File: config.mk
export PLATFORM = sky130hd
export DESIGN_NAME = register_8
export DESIGN_NICKNAME = d
export VERILOG_FILES = /design/src/rtl/register_8_pkg.sv /design/src/rtl/register_8_parity.sv /design/src/rtl/register_8.sv
export SDC_FILE = /design/constraint.sdc
export NUM_CORES = 1
export LEC_CHECK = 0
export CORE_AREA = 2 2 39 41
export CTS_BUF_LIST = sky130_fd_sc_hd__clkbuf_8
export DETAILED_ROUTE_END_ITERATION = 10
export DIE_AREA = 0 0 41 43
export MAX_ROUTING_LAYER = met4
export PLACE_DENSITY = 0.68
export REMOVE_ABC_BUFFERS = 1
export SLEW_MARGIN = 20
export SYNTH_ARGS = -nofsm -noshare
export SYNTH_HDL_FRONTEND = slang
export SYNTH_SLANG_ARGS = --single-unit
File: constraint.sdc
create_clock -name clk -period 0.87 [get_ports clk]
set_input_delay 0.174 -clock clk [delete_from_list [all_inputs] [get_ports clk]]
set_output_delay 0.174 -clock clk [all_outputs]
set_load 0.02 [all_outputs]
File: src/rtl/register_8_pkg.sv
// Shared definitions for the register_8 storage element: default word
// width, default reset value and the matching word type.
package register_8_pkg;

  localparam int DEFAULT_WIDTH = 8;

  localparam logic [DEFAULT_WIDTH-1:0] DEFAULT_RESET_VALUE = '0;

  typedef logic [DEFAULT_WIDTH-1:0] word_t;

endpackage

File: src/rtl/register_8_parity.sv
// Even-parity generator: reduction XOR over a WIDTH-bit word. Purely
// combinational; the caller registers the result next to the data it covers.
module register_8_parity
  import register_8_pkg::*;
#(
  parameter int WIDTH = DEFAULT_WIDTH
) (
  input  logic [WIDTH-1:0] word,
  output logic             par
);

  // XOR of every bit: 1 when the word holds an odd number of ones
  always_comb begin
    par = ^word;
  end

endmodule

File: src/rtl/register_8.sv
// Parallel-load data register with hold and a "loaded since reset" flag.
// Compile with REGISTER_8_PARITY_EN defined to add the registered even-parity
// output dout_par; without it the port and its flop are absent.
module register_8
  import register_8_pkg::*;
#(
  parameter int               WIDTH       = DEFAULT_WIDTH,
  parameter logic [WIDTH-1:0] RESET_VALUE = WIDTH'(DEFAULT_RESET_VALUE)
) (
  input  logic             clk,
  input  logic             reset,
  input  logic             ld,
  input  logic [WIDTH-1:0] din,
  output logic [WIDTH-1:0] dout,
  output logic             loaded
`ifdef REGISTER_8_PARITY_EN
  ,
  output logic             dout_par
`endif
);

  // Data word: captured on a load edge, otherwise held; forced to
  // RESET_VALUE the moment reset drops, without waiting for a clock.
  always_ff @(posedge clk or negedge reset) begin
    if (!reset) begin
      dout <= RESET_VALUE;
    end else if (ld) begin
      dout <= din;
    end
  end

  // Sticky flag: sets on the first load after reset, cleared only by reset
  always_ff @(posedge clk or negedge reset) begin
    if (!reset) begin
      loaded <= 1'b0;
    end else if (ld) begin
      loaded <= 1'b1;
    end
  end

`ifdef REGISTER_8_PARITY_EN
  logic din_par;

  register_8_parity #(
    .WIDTH (WIDTH)
  ) u_parity (
    .word (din),
    .par  (din_par)
  );

  // Parity is computed from din and captured on the same edge as dout,
  // so dout_par always describes the word currently on dout.
  always_ff @(posedge clk or negedge reset) begin
    if (!reset) begin
      dout_par <= ^RESET_VALUE;
    end else if (ld) begin
      dout_par <= din_par;
    end
  end
`endif

endmodule

# Word level (Yosys, flattened, before mapping)

Cells that the tools add are included.

Input port bits: 11
Output and inout port bits: 9
Bits in registers: 9

# Longest topological paths before layout

Depth in word-level cells: 0
Gate-level depth with buffers: 2
Mapped depth without buffers: 1

# Worst setup path after synthesis

Ideal clock, no wire load.

Path type: register to register
Start point: register dout[0] (netlist name)
End point: register dout[0]
Clock period less this slack: 0.835 ns
Arrival: 0.710 ns
Buffers on the path: 0
Setup time: 0.125 ns
Path slack: 0.035 ns
Stages on the path, launching flop included: 2
Cells stage by stage: dfrtp_1 -> mux2_4

RTL lines:

| what                 | line             | text |
|---|---|---|
| end signal, assigned | register_8.sv:28 | `dout <= din;` |
| end, declared        | register_8.sv:14 | `output logic [WIDTH-1:0] dout,` |

# Worst setup path in the final report

Start point: register dout[0]
End point: output dout[0]

No word-level cell between the ends.

==> flow_metrics.py <==
metrics = {
    "status": {
        "outcome": "finished, violations left",
        "violations": "negative setup slack",
    },
    "yosys": {
        "syn_inst": 19,
        "synth_area_leaders": "dfrtp_1, mux2_4, buf_6",
        "syn_area_um2": 363,
        "synth.largest_area_cell": "dfrtp_1",
        "yosysUniqueCellTypes": 4,
        "synth_warnings": 0,
        "synth_seq_cells": 9,
        "ys_seq_area_share_pct": 62.1,
        "yosysTopAreaCellShare_pct": 62.1,
        "syn_avg_cell_area_um2": 19.1,
    },
    "drt": {
        "drt_first_pass_iters": 2,
        "ant_nets": 0,
        "vias": 253,
        "route.detailed.drc": 0,
        "initialDrtViolationCount": 4,
        "routed_via_density": 4.02,
        "routedWlPerCell_um": 14.1,
        "wl_um": 891,
    },
    "setup_path": {
        "crit_chain": "buf_6",
        "ff2ff_path_depth": 2,
        "cp_max_fo": 2,
        "timing.rr.end": "dout[0]",
        "cp-endpoint": "dout[0]",
        "slowest_stage": "dfrtp_1",
        "start_kind": "register",
        "required_ns": 0.70,
        "critPathMaxStageDelay_ns": 0.39,
        "arrival_ns": 0.76,
        "cp_num_buf_inv": 1,
        "r2r_start": "dout[0]",
        "cp_num_cells": 1,
        "critPathKind": "register to output pin",
        "end_kind": "output pin",
        "cp-startpoint": "dout[0]",
        "r2r_setup_slack_ns": -0.03,
        "worst_path_dominant_cell_family": "flip-flops",
    },
    "sta": {
        "setup_violations": 12,
        "fin_crit_sh_pct": 107,
        "final.setup.worst_slack_ns": -0.0628,
        "maxSlewHeadroom_pct": 91.3,
        "hold_ws_ns": 0.280,
        "drv_slew": 0,
        "fin_setup_tns_ns": -0.577,
        "skew_ns": 0,
        "final.min_clock_period_ns": 0.933,
        "rsz0062_at_grt": "true",
        "fmax_mhz": 1070,
        "hold_viol_final": 0,
        "tightest_slew_ns": 0.131,
    },
    "global_routing": {
        "grt_pass1_wl_um": 1440,
        "grt_pass1_vias": 308,
        "antenna_found_initial": 0,
        "grt_use_total_pct": 13.1,
        "overflow": 0,
        "grt_max_degree": 10,
    },
    "clock_tree": {
        "cts_tree": "done",
        "cts.sinks": 9,
        "clock_latency_ns": 0.23,
        "cts_buffers": 3,
        "cts_root_buf": "clkbuf_8",
        "holdBufCountCts": 0,
        "htree_levels": 1,
        "path_clk_slew_ns": 0.05,
        "clockBufferDepth": 2,
    },
    "pwr": {
        "power_mw": 1.28,
        "internal_power_uw": 979,
        "pwr-share-comb_pct": 25.2,
        "pwr-share-seq_pct": 38.1,
        "p_switching_uw": 301,
        "clockPowerShare_pct": 36.8,
        "swShare_pct": 23.5,
        "ir_drop_v": 0.000727,
        "power_density_mw_per_mm2": 1800,
        "p_leak_nw": 0.343,
    },
    "finish": {
        "final_core_util_pct": 51.4,
        "layout.cells.non_filler": 63,
        "area_growth_pct": 96.2,
        "drive_above_1_share_pct": 57.4,
        "final_cell_area_um2": 712,
        "antenna_cells": 0,
        "layout.nets": 59,
    },
    "place": {
        "dpl_cell_area_um2": 609,
        "dp_cells": 56,
        "gp_congestion": 0.621,
        "place_ws_ns": -0.398,
        "portBuffers": 19,
    },
    "die": {
        "placementRows": 14,
        "io_pins": 20,
        "core_mm2": 0.00138,
        "die_w_um": 41,
        "die_h_um": 43,
        "die_area_mm2": 0.00176,
        "initial_core_util_pct": 26.2,
    },
    "run": {
        "drv_cap": 0,
    },
    "min_path": {
        "hp-class": "input port to asynchronous set/reset pin",
    },
}
cell families after synthesis:
family | share of synthesized area, %
buffers and inverters | 3.10
DFF | 62.1
muxes | 33.1
and+or+nand+nor | 1.73
metal layers:
layer  vias to the layer above  share of wire (%)  GRT usage (%)
li1                        120                  -              -
met1                       128                 40           16.4
met2                         5                 59           17.5
met3                         0                1.5           4.71
met4                         0                  0           8.00
met5                         -                  0              -
how the worst min path moves through the flow:
stage,startpoint,to,slack (ns)
2_1_floorplan,reset,dout[0],-0.12
3_3_place_gp,loaded,loaded,0.45
3_5_place_dp,loaded,loaded,0.45
4_1_cts,reset,loaded,0.28
5_1_grt,reset,dout[3],0.28
6_report,reset,dout[3],0.28
registers in the layout, indices dropped and copies added, names as in the netlist:
name / cells
dout: 8
loaded: 1
cell usage in the layout, fill, tap and decap left out:
cell type	instances
buf_6	10
or2_1	1
buf_12	2
clkbuf_2	1
mux2_4	8
clkbuf_8	3
bufbuf_16	1
buf_4	2
clkdlybuf4s50_1	9
inv_1	1
dfrtp_1	9
layout make-up:
type / count / area, µm²
Timing Repair Buffer: 25 / 295
Fill cell: 106 / 672
Sequential cell: 9 / 225
Multi-Input combinational cell: 9 / 126
Tap cell: 16 / 20.0
Clock inverter: 1 / 3.75
Clock buffer: 3 / 41.3
cell usage after synthesis:
cell,number
mux2_4,8
dfrtp_1,9
or2_1,1
buf_6,1
power groups by stage:
stage	combinational [mW]	clock, mW	sequential [mW]
floorplan	0.0611	0	0.530
global placement	0.278	0	0.483
detailed placement	0.283	0	0.484
CTS	0.325	0.479	0.487
global route	0.336	0.508	0.490
finish	0.322	0.471	0.487
timing repair:
action / CTS / global route
gates cloned: 1 / 0
resized for setup: 57 / 1
endpoints found under the hold margin: 0 / 0
setup buffers: 2 / 0
endpoints found under the setup margin: 18 / 13
No activity file was read; power rests on OpenSTA's default activity.
